===== config.mk =====
export PLATFORM = sky130hd
export DESIGN_NAME = imem_program_loader
export DESIGN_NICKNAME = d
export VERILOG_FILES = /design/src/rtl/loader_pkg.sv /design/src/rtl/byte_to_word_packer.sv /design/src/rtl/imem_program_loader.sv
export SDC_FILE = /design/constraint.sdc
export NUM_CORES = 1
export LEC_CHECK = 0
export ABC_CLOCK_PERIOD_IN_PS = 2200
export CAP_MARGIN = 20
export CELL_PAD_IN_SITES_DETAIL_PLACEMENT = 0
export CELL_PAD_IN_SITES_GLOBAL_PLACEMENT = 1
export CORE_MARGIN = 8
export CORE_UTILIZATION = 44
export CTS_BUF_LIST = sky130_fd_sc_hd__clkbuf_4 sky130_fd_sc_hd__clkbuf_8
export DETAILED_ROUTE_END_ITERATION = 8
export PLACE_DENSITY_LB_ADDON = 0.05
export SLEW_MARGIN = 10
export SYNTH_ARGS = -nofsm -noshare
export SYNTH_HDL_FRONTEND = slang
export SYNTH_SLANG_ARGS = --single-unit

===== constraint.sdc =====
create_clock -name i_clock -period 2.2 [get_ports i_clock]
set_clock_uncertainty 0.1 [all_clocks]
set_input_delay 0.33 -clock i_clock [delete_from_list [all_inputs] [get_ports i_clock]]
set_output_delay 0.33 -clock i_clock [all_outputs]
set_load 0.05 [all_outputs]

===== src/rtl/loader_pkg.sv =====
// rtl/loader_pkg.sv - shared widths, state encoding and helpers for the imem program loader
package loader_pkg;

    localparam int BYTE_W         = 8;
    localparam int WORD_W         = 32;
    localparam int COUNT_W        = 16;
    localparam int BYTES_PER_WORD = 4;

    typedef enum logic [2:0] {
        COUNT_HI,
        COUNT_LO,
        DATA,
        CHECK,
        RUN,
        ERROR
    } loader_state_e;

    // A frame must carry at least one word and no more than the memory holds.
    function automatic logic count_in_range(input logic [COUNT_W-1:0] n, input int max_words);
        return (n != '0) && (int'(n) <= max_words);
    endfunction

endpackage


===== src/rtl/byte_to_word_packer.sv =====
// rtl/byte_to_word_packer.sv - packs big-endian bytes into 32-bit words and keeps a running XOR
module byte_to_word_packer
    import loader_pkg::*;
(
    input  logic                i_clk,
    input  logic                i_rst_n,
    input  logic                i_clear,
    input  logic                i_byte_valid,
    input  logic [BYTE_W-1:0]   i_byte,
    output logic [1:0]          o_byte_idx,
    output logic                o_word_valid,
    output logic [WORD_W-1:0]   o_word,
    output logic [BYTE_W-1:0]   o_csum
);

    logic [1:0]               r_idx;
    logic [WORD_W-BYTE_W-1:0] r_shift;
    logic                     r_word_valid;
    logic [WORD_W-1:0]        r_word;
    logic [BYTE_W-1:0]        r_csum;

    always_ff @(posedge i_clk or negedge i_rst_n) begin
        if (!i_rst_n) begin
            r_idx        <= '0;
            r_shift      <= '0;
            r_word_valid <= 1'b0;
            r_word       <= '0;
            r_csum       <= '0;
        end else begin
            r_word_valid <= 1'b0;
            if (i_clear) begin
                r_idx   <= '0;
                r_shift <= '0;
                r_csum  <= '0;
            end else if (i_byte_valid) begin
                r_shift <= {r_shift[WORD_W-2*BYTE_W-1:0], i_byte};
                r_idx   <= r_idx + 2'd1;
                r_csum  <= r_csum ^ i_byte;
                // First byte received lands in the top bits once all four are in.
                if (r_idx == 2'(BYTES_PER_WORD-1)) begin
                    r_word_valid <= 1'b1;
                    r_word       <= {r_shift, i_byte};
                end
            end
        end
    end

    assign o_byte_idx   = r_idx;
    assign o_word_valid = r_word_valid;
    assign o_word       = r_word;
    assign o_csum       = r_csum;

endmodule


===== src/rtl/imem_program_loader.sv =====
// rtl/imem_program_loader.sv - framed byte-stream loader that fills instruction memory and releases the CPU
module imem_program_loader
    import loader_pkg::*;
#(
    parameter int ADDR_WIDTH = 8
)
(
    input  logic                  i_clock,
    input  logic                  i_reset_n,
    input  logic                  i_load_start,
    input  logic                  i_in_valid,
    input  logic [BYTE_W-1:0]     i_in_data,
    output logic                  o_in_ready,
    output logic                  o_imem_we,
    output logic [ADDR_WIDTH-1:0] o_imem_addr,
    output logic [WORD_W-1:0]     o_imem_wdata,
    output logic                  o_cpu_run,
    output logic                  o_load_busy,
    output logic                  o_load_error
);

    localparam int MAX_WORDS = 2**ADDR_WIDTH;

    loader_state_e           r_state;
    logic [BYTE_W-1:0]       r_count_hi;
    logic [COUNT_W-1:0]      r_count;
    logic [ADDR_WIDTH:0]     r_word_idx;
    logic [ADDR_WIDTH-1:0]   r_imem_addr;

    logic                    w_in_ready;
    logic                    w_accept;
    logic                    w_data_byte;
    logic                    w_word_done;
    logic                    w_last_word;
    logic [COUNT_W-1:0]      w_count_rx;
    logic [1:0]              w_byte_idx;
    logic                    w_word_valid;
    logic [WORD_W-1:0]       w_word;
    logic [BYTE_W-1:0]       w_csum;

    // load_start wins over any byte on the same cycle, so it also closes the handshake.
    assign w_in_ready  = i_reset_n && !i_load_start &&
                         ((r_state == COUNT_HI) || (r_state == COUNT_LO) ||
                          (r_state == DATA)     || (r_state == CHECK));
    assign w_accept    = i_in_valid && w_in_ready;
    assign w_data_byte = w_accept && (r_state == DATA);
    assign w_word_done = w_data_byte && (w_byte_idx == 2'(BYTES_PER_WORD-1));
    assign w_last_word = ((COUNT_W'(r_word_idx) + COUNT_W'(1)) == r_count);
    assign w_count_rx  = {r_count_hi, i_in_data};

    byte_to_word_packer u_packer (
        .i_clk        (i_clock),
        .i_rst_n      (i_reset_n),
        .i_clear      (i_load_start),
        .i_byte_valid (w_data_byte),
        .i_byte       (i_in_data),
        .o_byte_idx   (w_byte_idx),
        .o_word_valid (w_word_valid),
        .o_word       (w_word),
        .o_csum       (w_csum)
    );

    always_ff @(posedge i_clock or negedge i_reset_n) begin
        if (!i_reset_n) begin
            r_state     <= COUNT_HI;
            r_count_hi  <= '0;
            r_count     <= '0;
            r_word_idx  <= '0;
            r_imem_addr <= '0;
        end else if (i_load_start) begin
            r_state    <= COUNT_HI;
            r_count_hi <= '0;
            r_count    <= '0;
            r_word_idx <= '0;
        end else begin
            case (r_state)
                COUNT_HI: begin
                    if (w_accept) begin
                        r_count_hi <= i_in_data;
                        r_state    <= COUNT_LO;
                    end
                end
                COUNT_LO: begin
                    if (w_accept) begin
                        r_count <= w_count_rx;
                        r_state <= count_in_range(w_count_rx, MAX_WORDS) ? DATA : ERROR;
                    end
                end
                DATA: begin
                    // Address is captured alongside the packer's word so both appear together.
                    if (w_word_done) begin
                        r_imem_addr <= r_word_idx[ADDR_WIDTH-1:0];
                        r_word_idx  <= r_word_idx + 1'b1;
                        if (w_last_word) begin
                            r_state <= CHECK;
                        end
                    end
                end
                CHECK: begin
                    if (w_accept) begin
                        r_state <= (i_in_data == w_csum) ? RUN : ERROR;
                    end
                end
                default: begin
                end
            endcase
        end
    end

    assign o_in_ready   = w_in_ready;
    assign o_imem_we    = w_word_valid;
    assign o_imem_addr  = r_imem_addr;
    assign o_imem_wdata = w_word;
    assign o_cpu_run    = (r_state == RUN);
    assign o_load_error = (r_state == ERROR);
    assign o_load_busy  = (r_state == COUNT_LO) || (r_state == DATA) || (r_state == CHECK);

endmodule


==> impl_metrics.toml, run 1 <==
[clock_network]
numClockSinks = 111
cts_root_buffer = "clkbuf_8"
ctsHoldBuffers = 0
cts_tree = "built"
clkTransAtPathRegs_ns = 0.10
cts_buffers = 9
clock_latency_ns = 0.37
postCtsSetupBuffers = 0
cts_buffer_depth = 2
htreeDepth = 3

[synth]
syn_area_um2 = 5000
synthMostInstantiatedCell = "nand2_1"
yosys.area_share.adder_pct = 0.501
syn_nets = 582
synth_top_family_by_area = "simple AND/OR/NAND/NOR gates"
synth.area.mux_share_pct = 0
ys_top_cells_by_area = "dfrtp_1 (56%), nand2_1 (18%), nand3b_1 (3.8%)"
async_flop_share_pct = 100
syn_avg_cell_area_um2 = 8.80
synth_xor_area_share_pct = 3.51
ys_types = 40
synth_top_area_cell = "dfrtp_1"
synth-seq-cells = 111
synth_compound_area_share_pct = 7.96
yosys_warnings = 0
netlist.area_leader.share_pct = 55.6
synthFlopType = "dfrtp_1"
ys_seq_area_share_pct = 55.6
syn_inst = 568
synth-simple-area-share_pct = 28.8
ys_top_cells_by_count = "nand2_1 (234), dfrtp_1 (111), a21oi_1 (28), nor2_1 (28)"
synth_edf_count = 0

[finish]
syn2layout_area_growth_pct = 23.8
layout.nets = 661
area.sequential_um2 = 2780
fillers = 1044
drive_gt1_share_pct = 12.4
insertedDiodeCount = 0
layout.cells.non_filler = 794
multi_input_area_um2 = 2080

[worst_setup_path]
worstPathRequired_ns = 2.36
path_buf_inv = 1
crit_fanout = 2
path_delay_family = "simple AND/OR/NAND/NOR gates"
arrival_ns = 2.23
worstPathCellList = "clkdlybuf4s50_1 -> or4_4 -> o21ai_2 -> or3b_4 -> o31a_1 -> a31oi_1 -> o21ai_1"
startpoint = "i_in_data[3]"
timing.critical_path.slowest_cell_delay_ns = 0.43
rrSetupSlack_ns = 0.18
endpoint_kind = "register"
cp_slowest_cell = "or4_4"
r2r_cells = 6
worstSetupPathType = "in2reg"
critPathLaunchType = "input port"
crit_path_end = "r_state[0]"
path_depth = 7
rr_endpoint = "r_state[0]"
r2r-start = "r_count_hi[3]"

[drt]
initialDrtViolationCount = 235
drc_errors = 0
drt_first_pass_iters = 5
vias_per_cell = 5.09
ant_nets = 0
wirelength_um = 12400
via_count = 4040
drt-wirelength-per-cell_um = 15.6

[floorplanning]
die_y_um = 123
die_w_um = 123
core_um2 = 11300
start_util_pct = 44.3
num_rows = 39
ios = 57
dieArea_um2 = 15000

[placement]
io_buffers = 56
dp_cells = 779
place_hpwl_um = 8310
place_congestion = 0.849
place_ws_ns = -0.350

[timing]
relSlewSlack_pct = 38.1
worstMarginPinSlew_ns = 0.929
min_period_ns = 2.07
layout_setup_ws_ns = 0.130
finalSetupViolCount = 0
rsz0062_at_grt = "false"
max_freq_mhz = 483
slew_violations = 0
fin_tns_setup_ns = 0
hold_viol = 0
period_share_pct = 94.1

[global_route]
gr-total-overflow = 0
antenna_found_initial = 0
grt_pass1_vias = 4054
grt_max_degree = 73
grt_pass1_wl_um = 21000
grtUsageTotal_pct = 17.7

[flow_run]
drv_cap = 0

[power]
p_per_area_nw_per_um2 = 554
ir_worst_vdd_uv = 252
total_power_uw = 3430
leakagePower_uw = 0.00307

[min_path]
holdCritPathClass = "in2async"

[outcome]
outcome = "complete, no violations"
[worst min path at each step]
stage / end / slack, ns
final: r_state[1] / 0.08
after global routing: u_packer.r_shift[6] / 0.11
after CTS: u_packer.o_csum[7] / 0.07
after detailed placement: u_packer.o_word[28] / 0.36
after global placement: u_packer.o_word[28] / 0.36
after floorplan: o_imem_addr[0] / -0.07
[state kept, by name (all words and copies together), names as in the netlist]
signal and count:
u_packer.o_byte_idx 2, u_packer.o_word_valid 1, o_imem_addr 8, r_count 16, r_count_hi 8, r_word_idx 9
u_packer.o_word 32, u_packer.r_shift 24, r_state 3, u_packer.o_csum 8
[layout by cell type (no fill, tap or decap), types with 4 or more instances in the layout]
| cell type | count |
|---|---|
| a21oi_1 | 28 |
| and2_1 | 4 |
| buf_12 | 5 |
| buf_4 | 43 |
| clkbuf_8 | 10 |
| clkdlybuf4s50_1 | 45 |
| dfrtp_1 | 111 |
| dlymetal6s2s_1 | 6 |
| nand2_1 | 233 |
| nand3_1 | 5 |
| nand3b_1 | 25 |
| nor2_1 | 27 |
| nor3_1 | 6 |
| o21ai_0 | 12 |
| o21ai_1 | 23 |
| xnor2_1 | 8 |
| xor2_1 | 12 |
[where the power goes]
| group | total [µW] | internal, µW | switching [µW] |
|---|---|---|---|
| Sequential | 2060 | 2050 | 10.3 |
| Combinational | 221 | 82.1 | 139 |
| Clock | 1150 | 455 | 691 |
| Total | 3430 | 2590 | 841 |
[routing by layer]
| layer | up-vias | track usage, % | wire [µm] |
|---|---|---|---|
| met5 | - | 0 | 0 |
| met2 | 82 | 25.8 | 5280 |
| met4 | 0 | 6.63 | 206 |
| met3 | 15 | 3.31 | 704 |
| li1 | 2006 | - | - |
| met1 | 1937 | 25.6 | 6160 |
[area by class of cell]
type	instances	share of cell area, %
Inverter	4	0.243
Tap cell	143	2.89
Sequential cell	111	44.9
Multi-Input combinational cell	421	33.5
Clock inverter	4	0.526
Clock buffer	11	2.35
Timing Repair Buffer	100	15.6
[worst min-delay path, cell delays in order]
cell and delay [ns]:
buf_4 0.12, buf_4 0.12, buf_4 0.44
[kinds of logic after synthesis]
logic type / after synthesis
AND/OR/NAND/NOR: 325
adder cells (fa/ha/maj): 2
AO/OA/AOI/OAI: 74
XOR/XNOR: 20
buffers and inverters: 36
flip-flops: 111
[per-stage QoR]
step / hold WS, ns / utilization (%) / cell area (µm²)
floorplan: -0.0656 / - / 5000
global placement: 0.358 / 52.8 / 5950
detailed placement: 0.359 / 52.8 / 5950
CTS: 0.0745 / 54.4 / 6140
global route: 0.114 / 54.9 / 6190
finish: 0.0814 / 54.9 / 6190
[what timing repair did]
action | CTS | global route
setup endpoints to repair | 1 | 9
resized for setup | 1 | 15
pin swaps | 0 | 5
endpoints found under the hold margin | 0 | 0
Note: power is estimated with default switching activity, not from simulation.
==> run 2: changes to the inputs <==
--- a/config.mk
+++ b/config.mk
@@ -12,8 +12,10 @@
 export CORE_MARGIN = 8
 export CORE_UTILIZATION = 44
 export CTS_BUF_LIST = sky130_fd_sc_hd__clkbuf_4 sky130_fd_sc_hd__clkbuf_8
+export CTS_CLUSTER_SIZE = 30
 export DETAILED_ROUTE_END_ITERATION = 8
 export PLACE_DENSITY_LB_ADDON = 0.05
+export SKIP_LAST_GASP = 1
 export SLEW_MARGIN = 10
 export SYNTH_ARGS = -nofsm -noshare
 export SYNTH_HDL_FRONTEND = slang
==> results of run 2 <==
The final DEF is identical to that of run 1; final timing and power are the same.
==> run 3: changes to the inputs <==
--- a/config.mk
+++ b/config.mk
@@ -15,6 +15,7 @@
 export CTS_CLUSTER_SIZE = 30
 export DETAILED_ROUTE_END_ITERATION = 8
 export PLACE_DENSITY_LB_ADDON = 0.05
+export REMOVE_ABC_BUFFERS = 1
 export SKIP_LAST_GASP = 1
 export SLEW_MARGIN = 10
 export SYNTH_ARGS = -nofsm -noshare
==> run 3 against run 2 <==
- the flow now finishes with violations (hold timing)
- sequential share of layout area increased by 0.082 points
- hold slack got worse by 0.099 ns
- clock power increased by 22%
- sequential power about the same
- critical path depth unchanged
- global-route usage decreased by 0.85 points
- clock-buffer cell count decreased by 1
- critical path type unchanged
- critical endpoint unchanged
- largest cell class unchanged
- highest routed layer unchanged
==> impl_metrics.toml, run 3 (synthesis results as in run 1) <==
[worst_setup_path]
critPathLaunchType = "input port"
arrival_ns = 2.35
r2r-start = "r_word_idx[0]"
rr_endpoint = "r_state[0]"
r2r_cells = 7
worstSetupPathType = "in2reg"
rrSetupSlack_ns = 0.08
worstPathRequired_ns = 2.37
crit_fanout = 3
endpoint_kind = "register"

[timing]
rsz0062_at_grt = "true"
relSlewSlack_pct = 47.5
period_share_pct = 99.2
min_period_ns = 2.18
slew_violations = 0
layout_setup_ws_ns = 0.0179
hold-worst-slack_ns = -0.0173
worstMarginPinSlew_ns = 0.788
hold_viol = 3
max_freq_mhz = 458
finalSetupViolCount = 0

[clock_network]
clock_latency_ns = 0.38
cts_buffer_depth = 2
cts_buffers = 9
ctsHoldBuffers = 0
cts_root_buffer = "clkbuf_8"
htreeDepth = 3
numClockSinks = 111
cts_tree = "built"
clkTransAtPathRegs_ns = 0.11

[finish]
largest_reg_flops = 32
drive_gt1_share_pct = 11.9
syn2layout_area_growth_pct = 23.6
insertedDiodeCount = 0
fin_util_pct = 54.8
stdcell_area_um2 = 6180
final_common_cell = "nand2_1"
fillers = 1086
final_cell_mix = "nand2_1 (233), dfrtp_1 (111), clkdlybuf4s50_1 (48)"
layout.nets = 658

[floorplanning]
start_util_pct = 44.3
core_um2 = 11300
die_y_um = 123
dieArea_um2 = 15000
ios = 57
die_w_um = 123
num_rows = 39

[drt]
wl_met1_um = 6010
wirelength_um = 12200
initialDrtViolationCount = 321
wl_met2_um = 5530
ant_nets = 0
drc_errors = 0
via_count = 4045
drt_first_pass_iters = 4
vias_per_cell = 5.11
wl_met3_um = 507
drt-wirelength-per-cell_um = 15.4
top_layer_used = "met4"

[placement]
io_buffers = 56
place_congestion = 0.844
dpl_cell_area_um2 = 5900
place_ws_ns = -0.442
place_hpwl_um = 8150

[outcome]
violations = "hold timing"
outcome = "finished with violations"

[global_route]
grt_max_degree = 64
gr-total-overflow = 0
grtUsageTotal_pct = 16.8
antenna_found_initial = 0
grt_pass1_wl_um = 19900
grt_pass1_vias = 3862

[flow_run]
drv_cap = 0

[power]
ir_worst_vdd_uv = 515
leakagePower_uw = 0.00304
p_per_area_nw_per_um2 = 595

[min_path]
holdCritPathClass = "in2async"
[run 3: cell count changes in the layout (fill, tap and decap cells not counted), moves of 2 or more]
cell	previous run	this run
dlymetal6s2s_1	6	0
dlygate4sd2_1	0	2
clkdlybuf4s50_1	45	48
bufinv_16	0	2
[run 3: what timing repair did]
item,CTS,global route
pin swaps,0,0
endpoints found under the setup margin,10,18
cloned,0,0
gates resized for setup,6,6
setup buffers,0,0
[run 3: layout make-up]
| cell class | count | area [µm²] | share of cell area (%) |
|---|---|---|---|
| sequential | 111 | 2780 | 45.0 |
| multi-input combinational | 421 | 2080 | 33.6 |
| timing repair buffer | 97 | 898 | 14.5 |
| tap | 143 | 179 | 2.90 |
| clock buffer | 10 | 138 | 2.23 |
| clock inverter | 6 | 93.8 | 1.52 |
| inverter | 4 | 15.0 | 0.243 |
[run 3: how the worst max path moves through the flow]
stage | from | endpoint | slack, ns | depth (start not counted)
6_report | i_in_data[4] | r_state[0] | 0.02 | 7
5_1_grt | i_in_data[4] | r_state[0] | -0.04 | 7
4_1_cts | r_count[10] | r_state[0] | 0.01 | 6
3_5_place_dp | i_in_data[0] | r_state[0] | -0.44 | 7
3_3_place_gp | i_in_data[0] | r_state[0] | -0.43 | 7
2_1_floorplan | r_state[2] | r_word_idx[3] | -1.07 | 6
[run 3: worst max-delay path: stages]
cell	delay, ns
clkdlybuf4s50_1	0.47
or4_4	0.51
o21ai_1	0.12
or3b_1	0.40
o31a_1	0.27
a31oi_1	0.16
o21ai_1	0.08
[run 3: metrics by stage]
stage	setup TNS, ns	power [µW]	std cells
floorplan	-37.43	2170	536
global placement	-7.81	2320	776
detailed placement	-9.22	2320	776
CTS	0	3710	792
global route	-0.0396	3800	792
finish	0	3670	792
[run 3: routing by layer]
layer	global-route usage, %	vias up
met4	5.64	0
li1	-	2007
met5	0	-
met2	25.5	66
met1	23.7	1958
met3	3.27	14
[run 3: where the power goes]
group,switching [µW],internal (µW)
Combinational,139,74.2
Clock,723,679
Sequential,9.91,2050
